**src/rtl/player_shot_ctl.sv**
```systemverilog
// Player projectile sequencer: launches one shot from the ship's muzzle on a fire press,
// moves it up once per frame, retires it on hit or screen exit, then runs a reload cooldown.
module player_shot_ctl #(
  parameter int PLAYER_Y        = 736,
  parameter int MUZZLE_OFS      = 11,
  parameter int BULLET_H        = 8,
  parameter int BULLET_SPEED    = 8,
  parameter int COOLDOWN_FRAMES = 15,
  parameter int HOR_PIXELS      = 1024
) (
  input  logic        clk,
  input  logic        rst,
  input  logic        frame_tick,
  input  logic        button_fire,
  input  logic [11:0] player_xpos,
  input  logic        hit,
  output logic        bullet_active,
  output logic [11:0] bullet_xpos,
  output logic [11:0] bullet_ypos,
  output logic        shot_fired,
  output logic        ready
);

  typedef enum logic [1:0] {ST_IDLE, ST_FLY, ST_COOLDOWN} state_t;

  localparam logic [11:0] Y_RESET  = 12'(PLAYER_Y);
  localparam logic [11:0] Y_LAUNCH = 12'(PLAYER_Y - BULLET_H);
  localparam logic [11:0] SPEED    = 12'(BULLET_SPEED);
  localparam logic [12:0] X_MAX    = 13'(HOR_PIXELS - 1);
  localparam logic [12:0] X_OFS    = 13'(MUZZLE_OFS);
  localparam logic [7:0]  CD_LOAD  = 8'(COOLDOWN_FRAMES);

  state_t      state, state_nxt;
  logic        active_nxt, shot_nxt;
  logic [11:0] x_nxt, y_nxt;
  logic        fire_pending, pending_nxt;
  logic [7:0]  cd_cnt, cd_nxt;
  logic        button_fire_q;
  logic        fire_edge;
  logic [12:0] launch_sum;
  logic [11:0] launch_x;

  assign fire_edge  = button_fire & ~button_fire_q;
  // Sum at 13 bits so a ship near the right edge clamps instead of wrapping to the left.
  assign launch_sum = {1'b0, player_xpos} + X_OFS;
  assign launch_x   = (launch_sum > X_MAX) ? X_MAX[11:0] : launch_sum[11:0];

  // NOTE: every next-state variable gets a default before the case, so no path can infer a latch.
  always_comb begin
    state_nxt   = state;
    active_nxt  = bullet_active;
    x_nxt       = bullet_xpos;
    y_nxt       = bullet_ypos;
    shot_nxt    = 1'b0;
    pending_nxt = fire_pending;
    cd_nxt      = cd_cnt;

    case (state)
      ST_IDLE: begin
        if (frame_tick && (fire_pending || fire_edge)) begin
          state_nxt   = ST_FLY;
          pending_nxt = 1'b0;
          active_nxt  = 1'b1;
          shot_nxt    = 1'b1;
          x_nxt       = launch_x;
          y_nxt       = Y_LAUNCH;
        end else if (fire_edge) begin
          pending_nxt = 1'b1;
        end
      end

      ST_FLY: begin
        pending_nxt = 1'b0;
        // A hit outranks movement even when it lands on the frame tick.
        if (hit) begin
          state_nxt  = ST_COOLDOWN;
          active_nxt = 1'b0;
          cd_nxt     = CD_LOAD;
        end else if (frame_tick) begin
          if (bullet_ypos < SPEED) begin
            state_nxt  = ST_COOLDOWN;
            active_nxt = 1'b0;
            cd_nxt     = CD_LOAD;
          end else begin
            y_nxt = bullet_ypos - SPEED;
          end
        end
      end

      ST_COOLDOWN: begin
        pending_nxt = 1'b0;
        if (cd_cnt == 8'd0) begin
          state_nxt = ST_IDLE;
        end else if (frame_tick) begin
          cd_nxt = cd_cnt - 8'd1;
        end
      end

      default: begin
        state_nxt  = ST_IDLE;
        active_nxt = 1'b0;
      end
    endcase
  end

  // NOTE: sequential state uses non-blocking assignments so all registers update from the same pre-edge values.
  always_ff @(posedge clk) begin
    if (rst) begin
      state         <= ST_IDLE;
      bullet_active <= 1'b0;
      bullet_xpos   <= 12'd0;
      bullet_ypos   <= Y_RESET;
      shot_fired    <= 1'b0;
      ready         <= 1'b1;
      fire_pending  <= 1'b0;
      cd_cnt        <= 8'd0;
      button_fire_q <= 1'b0;
    end else begin
      state         <= state_nxt;
      bullet_active <= active_nxt;
      bullet_xpos   <= x_nxt;
      bullet_ypos   <= y_nxt;
      shot_fired    <= shot_nxt;
      ready         <= (state_nxt == ST_IDLE);
      fire_pending  <= pending_nxt;
      cd_cnt        <= cd_nxt;
      button_fire_q <= button_fire;
    end
  end

endmodule
```
**config.mk**
```make
export PLATFORM = sky130hd
export DESIGN_NAME = player_shot_ctl
export DESIGN_NICKNAME = d
export VERILOG_FILES = /design/src/rtl/player_shot_ctl.sv
export SDC_FILE = /design/constraint.sdc
export NUM_CORES = 1
export LEC_CHECK = 0
export BUFFER_PORTS_ARGS = -buffer_cell sky130_fd_sc_hd__buf_2
export CORE_MARGIN = 10
export CORE_UTILIZATION = 35
export DETAILED_ROUTE_END_ITERATION = 7
export SLEW_MARGIN = 20
export SYNTH_ARGS = -nofsm -noshare
export SYNTH_HDL_FRONTEND = slang
export SYNTH_SLANG_ARGS = --single-unit
```
**constraint.sdc**
```tcl
create_clock -name clk -period 4.69 [get_ports clk]
set_clock_uncertainty 0.2 [all_clocks]
set_input_delay 0.469 -clock clk [delete_from_list [all_inputs] [get_ports clk]]
set_output_delay 0.469 -clock clk [all_outputs]
set_load 0.02 [all_outputs]
```
==> results.cfg <==
[routing]
routedWlPerCell_um = 13.46
viasPerCell = 4.994
drt-pass1-iter-count = 4
drtIter0Drc = 44
drc = 0
vias = 1653
finalWirelength_um = 4455
ant_nets = 0

[grt]
use_met3_pct = 5.234
grt_max_degree = 29
antenna_found_initial = 0
grt_use_met1_pct = 12.27
grt_pass1_wl_um = 7610
grt_usage_pct = 10.44
grt_pass1_vias = 1670
grtUsageMet2_pct = 16.36
grt_overflow = 0
gr-max-usage-layer = met2

[clock_tree]
cts.sinks = 36
post_cts_buffers = 0
root_buffer = clkbuf_8
cts_made_buffers = 5
hold_buffers = 0
cts_max_level = 2
clkLatencyLatePin_ns = 0.29
cts.repair.resized = 0
clk_path_buf_depth = 2
clk_pin_slew_ns = 0.08
cts_tree = yes

[die]
die_area_um2 = 8919
start_util_pct = 35.66
core_area_um2 = 5439
io_pins = 44
die_w_um = 94.44
die_h_um = 94.44
rows = 27

[logic_synthesis]
syn_inst = 219
ys.flop_type = dfxtp_1
synth.distinct_cells = 50
yosys_warnings = 0
yosysSeqAreaShare_pct = 37.16
syn-cell-area_um2 = 1939
postSynth.asyncResetShare_pct = 0
synth.avg_cell_area_um2 = 8.856
ys_ff_latch = 36
synth_edf_count = 0

[sta]
worst_slack_ns = 2.394
final-max-slew-violation-count = 0
rsz0062_at_grt = no
period_share_pct = 48.96
hold_slack_ns = 0.1761
period_minus_slack_ns = 2.296
hold_viol = 0
finalSetupViolCount = 0
fmax_mhz = 435.5
timing.slew.headroom_pct = 48.71
tns_ns = 0
worstMarginPinSlew_ns = 0.7665

[setup_path]
worstSetupPathType = flip-flop to flip-flop
critPathLaunch = state[0]
critPathMaxFanout = 10
end_kind = flip-flop
cp.required_ns = 4.64
path_cells = inv_1 -> ha_1 -> o211ai_1 -> a211oi_2 -> a211oi_1
start_kind = flip-flop
slowest_stage = a211oi_2
slowest_delay_ns = 0.69
crit-reg2reg-launch = state[0]
crit_arrival_ns = 2.24

[power]
powerDensity_nw_per_um2 = 334.1
vdd_drop_max_mv = 0.2147
p_leak_nw = 0.8896

[final_layout]
n_fill_cell = 566
final_area_um2 = 2296
area_growth_pct = 18.39
layout-drive-gt1-share_pct = 25.10
num_antenna_cells = 0
final_nets = 284

[placement]
hpwl_um = 3325
pre_cts_ws_ns = 2.155
placement.cell_area_um2 = 2185
portBuffers = 40
place.gp.congestion = 0.8122

[run]
drv_cap = 0

[worst_hold_path]
hold_class = input pin to flip-flop
min_from = player_xpos[0]

[outcome]
status = finished clean
-- sequential cells by signal (all words and copies together) (netlist names) --
register       cells
bullet_xpos       12
bullet_ypos        9
state              2
fire_pending       1
cd_cnt             8
bullet_active      1
button_fire_q      1
shot_fired         1
ready              1
-- final timing paths --
| kind | cells past startpoint | slack [ns] | end |
|---|---|---|---|
| max | 5 | 2.39 | bullet_xpos[5] |
| min | 2 | 0.18 | bullet_xpos[0] |
| max reg2reg | 5 | 2.39 | bullet_xpos[5] |
| min reg2reg | 1 | 0.27 | bullet_xpos[11] |
-- kinds of logic (layout without fill, tap and decap cells) --
logic type,Yosys count,after routing,share of synthesized area [%]
AO/OA/AOI/OAI,47,47,18.13
XOR/XNOR,16,16,7.226
adder cells (fa/ha/maj),9,9,5.807
buffers and inverters,24,62,5.419
flip-flops,36,36,37.16
other,1,3,0.1934
AND/OR/NAND/NOR,86,86,26.06
-- report_power, final --
part	total [mW]	internal (mW)	switching, mW
clock	0.281	0.157	0.123
combinational	0.146	0.0573	0.0889
sequential	0.340	0.325	0.0154
-- per-stage QoR --
stage	util (%)	power, mW	instances
global route	42.21	0.8089	331
floorplan	-	0.4537	221
finish	42.21	0.7670	331
global placement	40.17	0.4935	323
CTS	42.21	0.7739	331
detailed placement	40.17	0.4945	323
-- synthesized netlist by cell type, types with 3 or more instances --
master    count  share of area, %
buf_2         3              0.77
xor2_1        6               2.7
nor2_1       28               5.4
o21ai_1       3              0.77
nand2_1       6               1.2
nor3b_1       3               1.2
nand3_1       4               1.0
dfxtp_1      36                37
nand4_1       3              0.97
buf_4         3               1.2
nand2b_1      4               1.3
a21oi_1       9               2.3
ha_1          9               5.8
a211oi_1     13               5.0
nand3b_1      3               1.2
nor3_1       10               2.6
clkbuf_1      4              0.77
o211ai_1      3               1.2
xnor2_1      10               4.5
nor4_1        4               1.3
inv_1        14               2.7
-- per-layer routing --
metal / up-vias / part of all wire, %
met4: 0 / 1.1
met5: - / 0
met1: 750 / 48
met2: 39 / 42
met3: 7 / 8.4
li1: 857 / -
-- placed cells by master (no fill, tap or decap), types with 4 or more instances in the layout --
cell,instances
a211oi_1,13
a21oi_1,9
buf_2,40
clkbuf_8,5
dfxtp_1,36
ha_1,9
inv_1,14
nand2_1,6
nand2b_1,4
nand3_1,4
nor2_1,28
nor3_1,10
nor4_1,4
xnor2_1,10
xor2_1,6
-- worst max-delay path, delay by kind of cell (launching register included) --
kind | cells | cell delay [ns]
flops | 1 | 0.34
fa+ha+maj | 1 | 0.33
compound gates | 3 | 1.19
buf+inv | 1 | 0.10
-- final cells by class --
type                    count  area [um^2]  area share, %
clock buffers               5        68.82          2.997
clock inverters             3        42.54          1.853
inverters                  14        52.55          2.289
multi-input cells         161         1121          48.83
flip-flops and latches     36        720.7          31.39
well taps                  72        90.09          3.924
repair buffers             40        200.2          8.719
Note: power is estimated with default switching activity, not from simulation.
